[src/rtl/booth_arbiter.sv]
// Round-robin front end that shares one multi-cycle Booth multiplier among four requesters.
// Optional watchdog: define BOOTH_ARB_TIMEOUT_EN to bound the WAIT state to TIMEOUT cycles.
module booth_arbiter #(
    parameter int W       = 8,
    parameter int TIMEOUT = 64
) (
    input  logic [0:0]     clk,
    input  logic [0:0]     rst_n,
    input  logic [3:0]     req_valid,
    input  logic [4*W-1:0] req_a,
    input  logic [4*W-1:0] req_b,
    output logic [3:0]     req_ack,
    output logic [3:0]     rsp_valid,
    output logic [2*W-1:0] rsp_data,
    output logic [0:0]     rsp_err,
    output logic [0:0]     busy,
    output logic [0:0]     mul_start,
    output logic [W-1:0]   mul_a,
    output logic [W-1:0]   mul_b,
    input  logic [0:0]     mul_done,
    input  logic [2*W-1:0] mul_product,
    output logic [1:0]     dbg_state
);
    // Handshake: req_valid[i] stays high until req_ack[i] pulses; the operands are
    // captured on the clock edge that ends the ack cycle. rsp_valid pulses once per grant.
    typedef enum logic [1:0] {
        IDLE  = 2'd0,
        ISSUE = 2'd1,
        WAIT  = 2'd2,
        RESP  = 2'd3
    } state_t;

    state_t         r_state;
    logic [1:0]     r_ptr;
    logic [1:0]     r_gidx;
    logic [W-1:0]   r_mul_a;
    logic [W-1:0]   r_mul_b;
    logic           r_mul_start;
    logic [3:0]     r_rsp_valid;
    logic [2*W-1:0] r_rsp_data;
    logic           w_found;
    logic [1:0]     w_gidx;

`ifdef BOOTH_ARB_TIMEOUT_EN
    localparam int CW = $clog2(TIMEOUT + 1);
    logic [CW-1:0]  r_cnt;
    logic           r_rsp_err;
    assign rsp_err = r_rsp_err;
`else
    assign rsp_err = 1'b0;
`endif

    // First pending requester at or above the pointer, wrapping modulo 4.
    always_comb begin
        w_found = 1'b0;
        w_gidx  = r_ptr;
        for (int k = 0; k < 4; k++) begin
            if (!w_found && req_valid[r_ptr + 2'(k)]) begin
                w_found = 1'b1;
                w_gidx  = r_ptr + 2'(k);
            end
        end
    end

    // The grant is combinational, so it is gated by reset to keep outputs quiet while held.
    assign req_ack   = (rst_n && (r_state == IDLE) && w_found) ? (4'b0001 << w_gidx) : 4'b0000;
    assign rsp_valid = r_rsp_valid;
    assign rsp_data  = r_rsp_data;
    assign busy      = (r_state != IDLE);
    assign mul_start = r_mul_start;
    assign mul_a     = r_mul_a;
    assign mul_b     = r_mul_b;
    assign dbg_state = r_state;

    always_ff @(posedge clk or negedge rst_n) begin
        if (!rst_n) begin
            r_state     <= IDLE;
            r_ptr       <= '0;
            r_gidx      <= '0;
            r_mul_a     <= '0;
            r_mul_b     <= '0;
            r_mul_start <= 1'b0;
            r_rsp_valid <= '0;
            r_rsp_data  <= '0;
`ifdef BOOTH_ARB_TIMEOUT_EN
            r_cnt       <= '0;
            r_rsp_err   <= 1'b0;
`endif
        end else begin
            case (r_state)
                IDLE: begin
                    if (w_found) begin
                        r_mul_a     <= req_a[w_gidx*W +: W];
                        r_mul_b     <= req_b[w_gidx*W +: W];
                        r_gidx      <= w_gidx;
                        r_ptr       <= w_gidx + 2'd1;
                        r_mul_start <= 1'b1;
                        r_state     <= ISSUE;
                    end
                end
                ISSUE: begin
                    r_mul_start <= 1'b0;
                    r_state     <= WAIT;
`ifdef BOOTH_ARB_TIMEOUT_EN
                    r_cnt       <= '0;
`endif
                end
                WAIT: begin
                    // A completion in the expiry cycle takes priority over the watchdog.
                    if (mul_done) begin
                        r_rsp_valid <= 4'b0001 << r_gidx;
                        r_rsp_data  <= mul_product;
                        r_state     <= RESP;
                    end
`ifdef BOOTH_ARB_TIMEOUT_EN
                    else if (r_cnt == CW'(TIMEOUT - 1)) begin
                        r_rsp_valid <= 4'b0001 << r_gidx;
                        r_rsp_data  <= '0;
                        r_rsp_err   <= 1'b1;
                        r_state     <= RESP;
                    end else begin
                        r_cnt <= r_cnt + CW'(1);
                    end
`endif
                end
                RESP: begin
                    r_rsp_valid <= '0;
                    r_rsp_data  <= '0;
`ifdef BOOTH_ARB_TIMEOUT_EN
                    r_rsp_err   <= 1'b0;
`endif
                    r_state     <= IDLE;
                end
                default: r_state <= IDLE;
            endcase
        end
    end
endmodule

[config.mk]
export PLATFORM = sky130hd
export DESIGN_NAME = booth_arbiter
export DESIGN_NICKNAME = d
export VERILOG_FILES = /design/src/rtl/booth_arbiter.sv
export SDC_FILE = /design/constraint.sdc
export NUM_CORES = 1
export LEC_CHECK = 0
export ABC_AREA = 1
export BUFFER_PORTS_ARGS = -buffer_cell sky130_fd_sc_hd__buf_2
export CAP_MARGIN = 25
export CORE_ASPECT_RATIO = 0.8
export CORE_MARGIN = 5
export CORE_UTILIZATION = 43
export DETAILED_ROUTE_END_ITERATION = 7
export PLACE_DENSITY = 0.8
export SLEW_MARGIN = 30
export SYNTH_ARGS = -nofsm -noshare
export SYNTH_HDL_FRONTEND = slang
export SYNTH_SLANG_ARGS = --single-unit
[constraint.sdc]
create_clock -name clk -period 2.02 [get_ports clk]
set_input_delay 0.404 -clock clk [delete_from_list [all_inputs] [get_ports clk]]
set_output_delay 0.404 -clock clk [all_outputs]
set_load 0.01 [all_outputs]
[Word level (Yosys, flattened, before mapping)]
Cells that the tools add are included.
Widths: inputs -> output; s select.
Storage, ports and cells
  flip-flop bits (word level): 43
  logic and storage cells: 66
Cells by class
  $add $sub $neg: 4
  magnitude comparators: 4
  eq/ne operators: 5
  shift-type cells: 4
  mux-type cells: 25
  reduce and logical (&&, ||, !) cells: 16
Operators with widths (count)
  $shiftx 32x6->8: 2
  $pmux 16 s2: 1
  $mux 16: 1
  $lt 2x3->1 const B: 4
  $mux 2: 5
  $mux 1: 9
  $bmux 1 s2: 4
  $mux 4: 2
  $pmux 2 s4: 1
  $pmux 4 s2: 1
  $reduce_and 2->1: 4
  $shl 1x2->4 const A: 2
  $reduce_bool 2->1: 3
  $logic_and 1x1->1: 5
  $add 2x1->2 const B: 2
  $add 2x2->2 const B: 2
  $eq 2x2->1 const B: 2
  $ne 2x2->1 const B: 2
  $logic_not 1->1: 3
  $eq 2x1->1 const B: 1
  $logic_not 2->1: 1
  $pmux 1 s2: 1

[Depth between registers and ports, before layout]
  depth after elaboration: 14
  depth in mapped cells: 17

[Worst setup path before layout]
Ideal clock, no wire load.
  path type: register to output
  start point: register r_ptr[1]
  end point: output port req_ack[2]
  arrival: 1743 ps
  data required time: 1616 ps
  setup slack: -127 ps
  stages on the path, launching flop included: 14
  path buffers: 2
  cell sequence: dfrtp_1 -> buf_4 -> inv_2 -> nand2_1 -> nand2_1 -> nand2_1 -> nand2_1 -> nand3_1 -> nand2_1 -> nand2_1 -> nand3_1 -> nand2_2 -> buf_6 -> nor3_1
On the way
  word-level cells in the longest chain between the ends: 14
RTL lines
  start, declared: RTL line 34  | logic [1:0] r_ptr;
  start signal, assigned: RTL line 96  | r_ptr <= w_gidx + 2'd1;
  parallel branches: the longest is 13 deep, another holds $add 2x1->2
  $mux 4 *: RTL line 66  | assign req_ack = (rst_n && (r_state == IDLE) && w_found) ? (4'b0001 << w_gidx) : 4'b0000;
  end, declared: RTL line 12  | output logic [3:0] req_ack,
Every way passes the cells marked *. The select of a mux whose other input is x is not followed.

[Final worst setup path]
  start point: register r_ptr[0]
  end point: output port req_ack[0]
Same word-level chain as after synthesis.

==> run metrics <==
Ant. Diodes 0; Max Fclk 403.4 MHz; final-report hold violation count 0; core box area 6506 sq um; area fraction in compound gates after synthesis 0.05232; largest net degree at the start of global routing 44; clock sink count 43; Rel. slew slack 0.6393; total power 8.746 mW; worst r2r dst mul_a[3]$_DFFE_PN0P_; I/O Pins 132; post-synthesis adder-cell area fraction 0.02144; EDFF count, synth 0; first-pass GRT wire length 14650 microns; Pleak 2.458 nW; flops & latches, synth 43; Synth Instances 449; R2R Setup Slk -0.10 ns; Async SR Flop Fraction 1.000; GRT Util Overall 0.2092; ratio of cells with drive above 1 in the final layout 0.3970; Top Family by Delay on Critical Path simple AND/OR/NAND/NOR gates; Die ar. 8543 sq um; final worst setup slack -0.4588 ns; yosys warns 0; setup TNS -3.000 ns; largest stage delay on the critical path 0.47 ns; RSZ-0062 raised after global routing yes; XOR/XNOR Fraction of Synth Area 0; final setup violation count 23; DRT iter0 DRCs 137; Power Density 2041 nW/um^2; clk_skew 0.006845 ns; Multi-input gate area 1812 sq um; mux share of post-synthesis cell area 0; ys flop type dfrtp_1; Period minus WS final 2.479 ns; via count 3493; antenna viol nets, final 0; # nets final 688; period utilisation layout 1.227; Filler cells 583; cell repeated most along the worst path nand2_4; main combinational cell family by area after synthesis simple AND/OR/NAND/NOR gates; measured slew at the worst slew-check pin 0.5410 ns; startpoint types flip-flop; crit path max fanout 8; P&R area growth vs syn 46.87%; routability cong. 0.8977; Worst VDD drop 1.771 mV; syn_nets 541; clk buf depth 2; initial antenna violation count 0; failing checks setup timing; CP required 1.62 ns; DR vias/cell 5.129; CP arrival 2.07 ns; Slowest-stage cell, CP dfrtp_2; top post-synthesis cells by area dfrtp_1 37%, nand2_1 24%, nand3_1 17%, o21ai_0 3.9%, inv_1 3.7%; outcome finished, violations left; cells on worst reg2reg path 14; crit-path cells buf_6 > nand2_4 > nand2_4 > nand2_4 > nand2_8 > buf_4 > nand3_2 > nand2_1 > nand2_1 > nand3_2 > nand2_4 > nand2_4 > nor2_4 > buf_6; Syn Std Cell Area 2918 sq um; DRC Markers 0; max-slew violation count 0; Unique masters post-synth 22; PortBufs 130; Die Ht 83.68 microns; vias in the first global route 3202; clk slew on worst S/H paths 0.08 ns; Worst-Skew Late Latency 0.29 ns; kind of critical path flip-flop to primary output; total wire length 10060 microns; Finished Core Util 0.6587; Worst Path Buf+Inv 3; CTS tree built; sequential share of the synthesized area 0.3688; average size of a mapped cell 6.498 sq um; worst hold path class input pin to asynchronous set/reset pin; drt pass-1 iters 4; Post-DP HPWL 6552 microns; CTS root buffer clkbuf_8; hold_buf cts 0; Simple-Gate Fraction of Synth Area 0.4563; H-tree level count 2; clock buffer count from CTS 5; top cell type by total area after synthesis dfrtp_1; nature of the critical path endpoint primary output; initial core utilization 0.4485; gr ovfl total 0; register area 1079 sq um; crit path launch r_ptr[0]$_DFFE_PN0P_; Max Cap Viol 0; reg2reg start r_ptr[0]$_DFFE_PN0P_; Die W 102.1 microns; drt wl/cell 14.77 microns; row count 26; top-area cell type share of the netlist area 0.3688
cells in the mapped netlist, types with 5 or more instances:
master      n
dfrtp_1    43
o21ai_0    23
nand3_1   102
a21oi_1     5
buf_4       8
nand2_2     7
clkbuf_1    7
buf_2      11
nand2_1   184
nor2_1      8
inv_1      29
ha_1        5
how the worst max path moves through the flow:
stage	to	slack (ns)	cells past startpoint
CTS	req_ack[0]	-0.35	14
detailed placement	req_ack[1]	-0.17	11
floorplan	req_ack[1]	0.003	12
finish	req_ack[0]	-0.46	14
global placement	req_ack[0]	-0.06	14
global route	req_ack[1]	-0.58	12
layout by cell type, fill, tap and decap left out, types with 2 or more instances in the layout:
master and instances:
ha_1 5, inv_2 2, dfrtp_1 41, clkbuf_8 5, nand3_1 93, buf_2 129
nor3_2 2, inv_4 2, inv_1 29, nand4_1 2, a21oi_1 5, dfrtp_2 2
nand2_1 156, nand2_2 18, bufinv_16 2, buf_6 7, nand3_2 7, o21ai_0 22
buf_12 3, nor2_2 4, buf_4 28, nor2_1 4, nand3_4 2, nor2_4 2
nand2_4 16
layout make-up:
type | instances | share of cell area
multi-input cells | 344 | 0.4228
flip-flops and latches | 43 | 0.2517
repair buffers | 168 | 0.2380
inverters | 34 | 0.03212
well taps | 84 | 0.02453
clock buffers | 6 | 0.01693
clock inverters | 2 | 0.01401
worst register-to-register path, cell delays in order, from the launching register on:
cell and delay (ns):
dfrtp_2 0.47, clkinv_4 0.10, buf_6 0.13, nand2_1 0.07, nand3_1 0.09, nand2_2 0.08
nor2_4 0.15, nand4_1 0.19, buf_4 0.30, nand3_1 0.15, nand2_1 0.07, nand2_1 0.06
nand2_1 0.05, nand2_1 0.05, nand2_1 0.06
what timing repair did:
| action | CTS | global route |
|---|---|---|
| endpoints found under the setup margin | 22 | 27 |
| gates resized for setup | 27 | 44 |
| pin swaps | 14 | 16 |
| buffers inserted | 5 | 11 |
| gates cloned | 0 | 2 |
logic make-up after synthesis:
family / after synthesis
and+or+nand+nor: 308
DFF: 43
other: 1
adders and majority gates: 5
buffers and inverters: 62
AOI/OAI and AO/OA: 30
power breakdown:
part | leakage [nW] | switching, mW | internal, mW | total, mW
Sequential | 0.531 | 0.249 | 1.30 | 1.55
Clock | 0.0654 | 0.303 | 0.494 | 0.797
Combinational | 1.86 | 3.88 | 2.52 | 6.40
Total | 2.46 | 4.43 | 4.31 | 8.75
flip-flops by register name, summed over array words and instances (netlist names):
name,flops
dbg_state,2
mul_start,1
rsp_data,16
mul_a,8
rsp_valid,4
r_ptr,2
r_gidx,2
mul_b,8
through the flow:
stage               instance area [sq um]  instances  hold WS, ns  setup WS (ns)
global placement                     3771        659       0.4612       -0.05939
detailed placement                   3771        659       0.4622        -0.1715
finish                               4285        681       0.2719        -0.4588
global route                         4285        681       0.3104        -0.5821
floorplan                            2962        449       0.1084       0.002524
CTS                                  4004        669       0.2945        -0.3502
metal layers:
layer	vias to the layer above	global-route usage	share of wire
li1	1736	-	-
met1	1610	0.2723	0.41
met2	129	0.3569	0.51
met3	18	0.03509	0.063
met4	0	0.05364	0.018
met5	-	0	0
(Power assumes the default switching activity.)
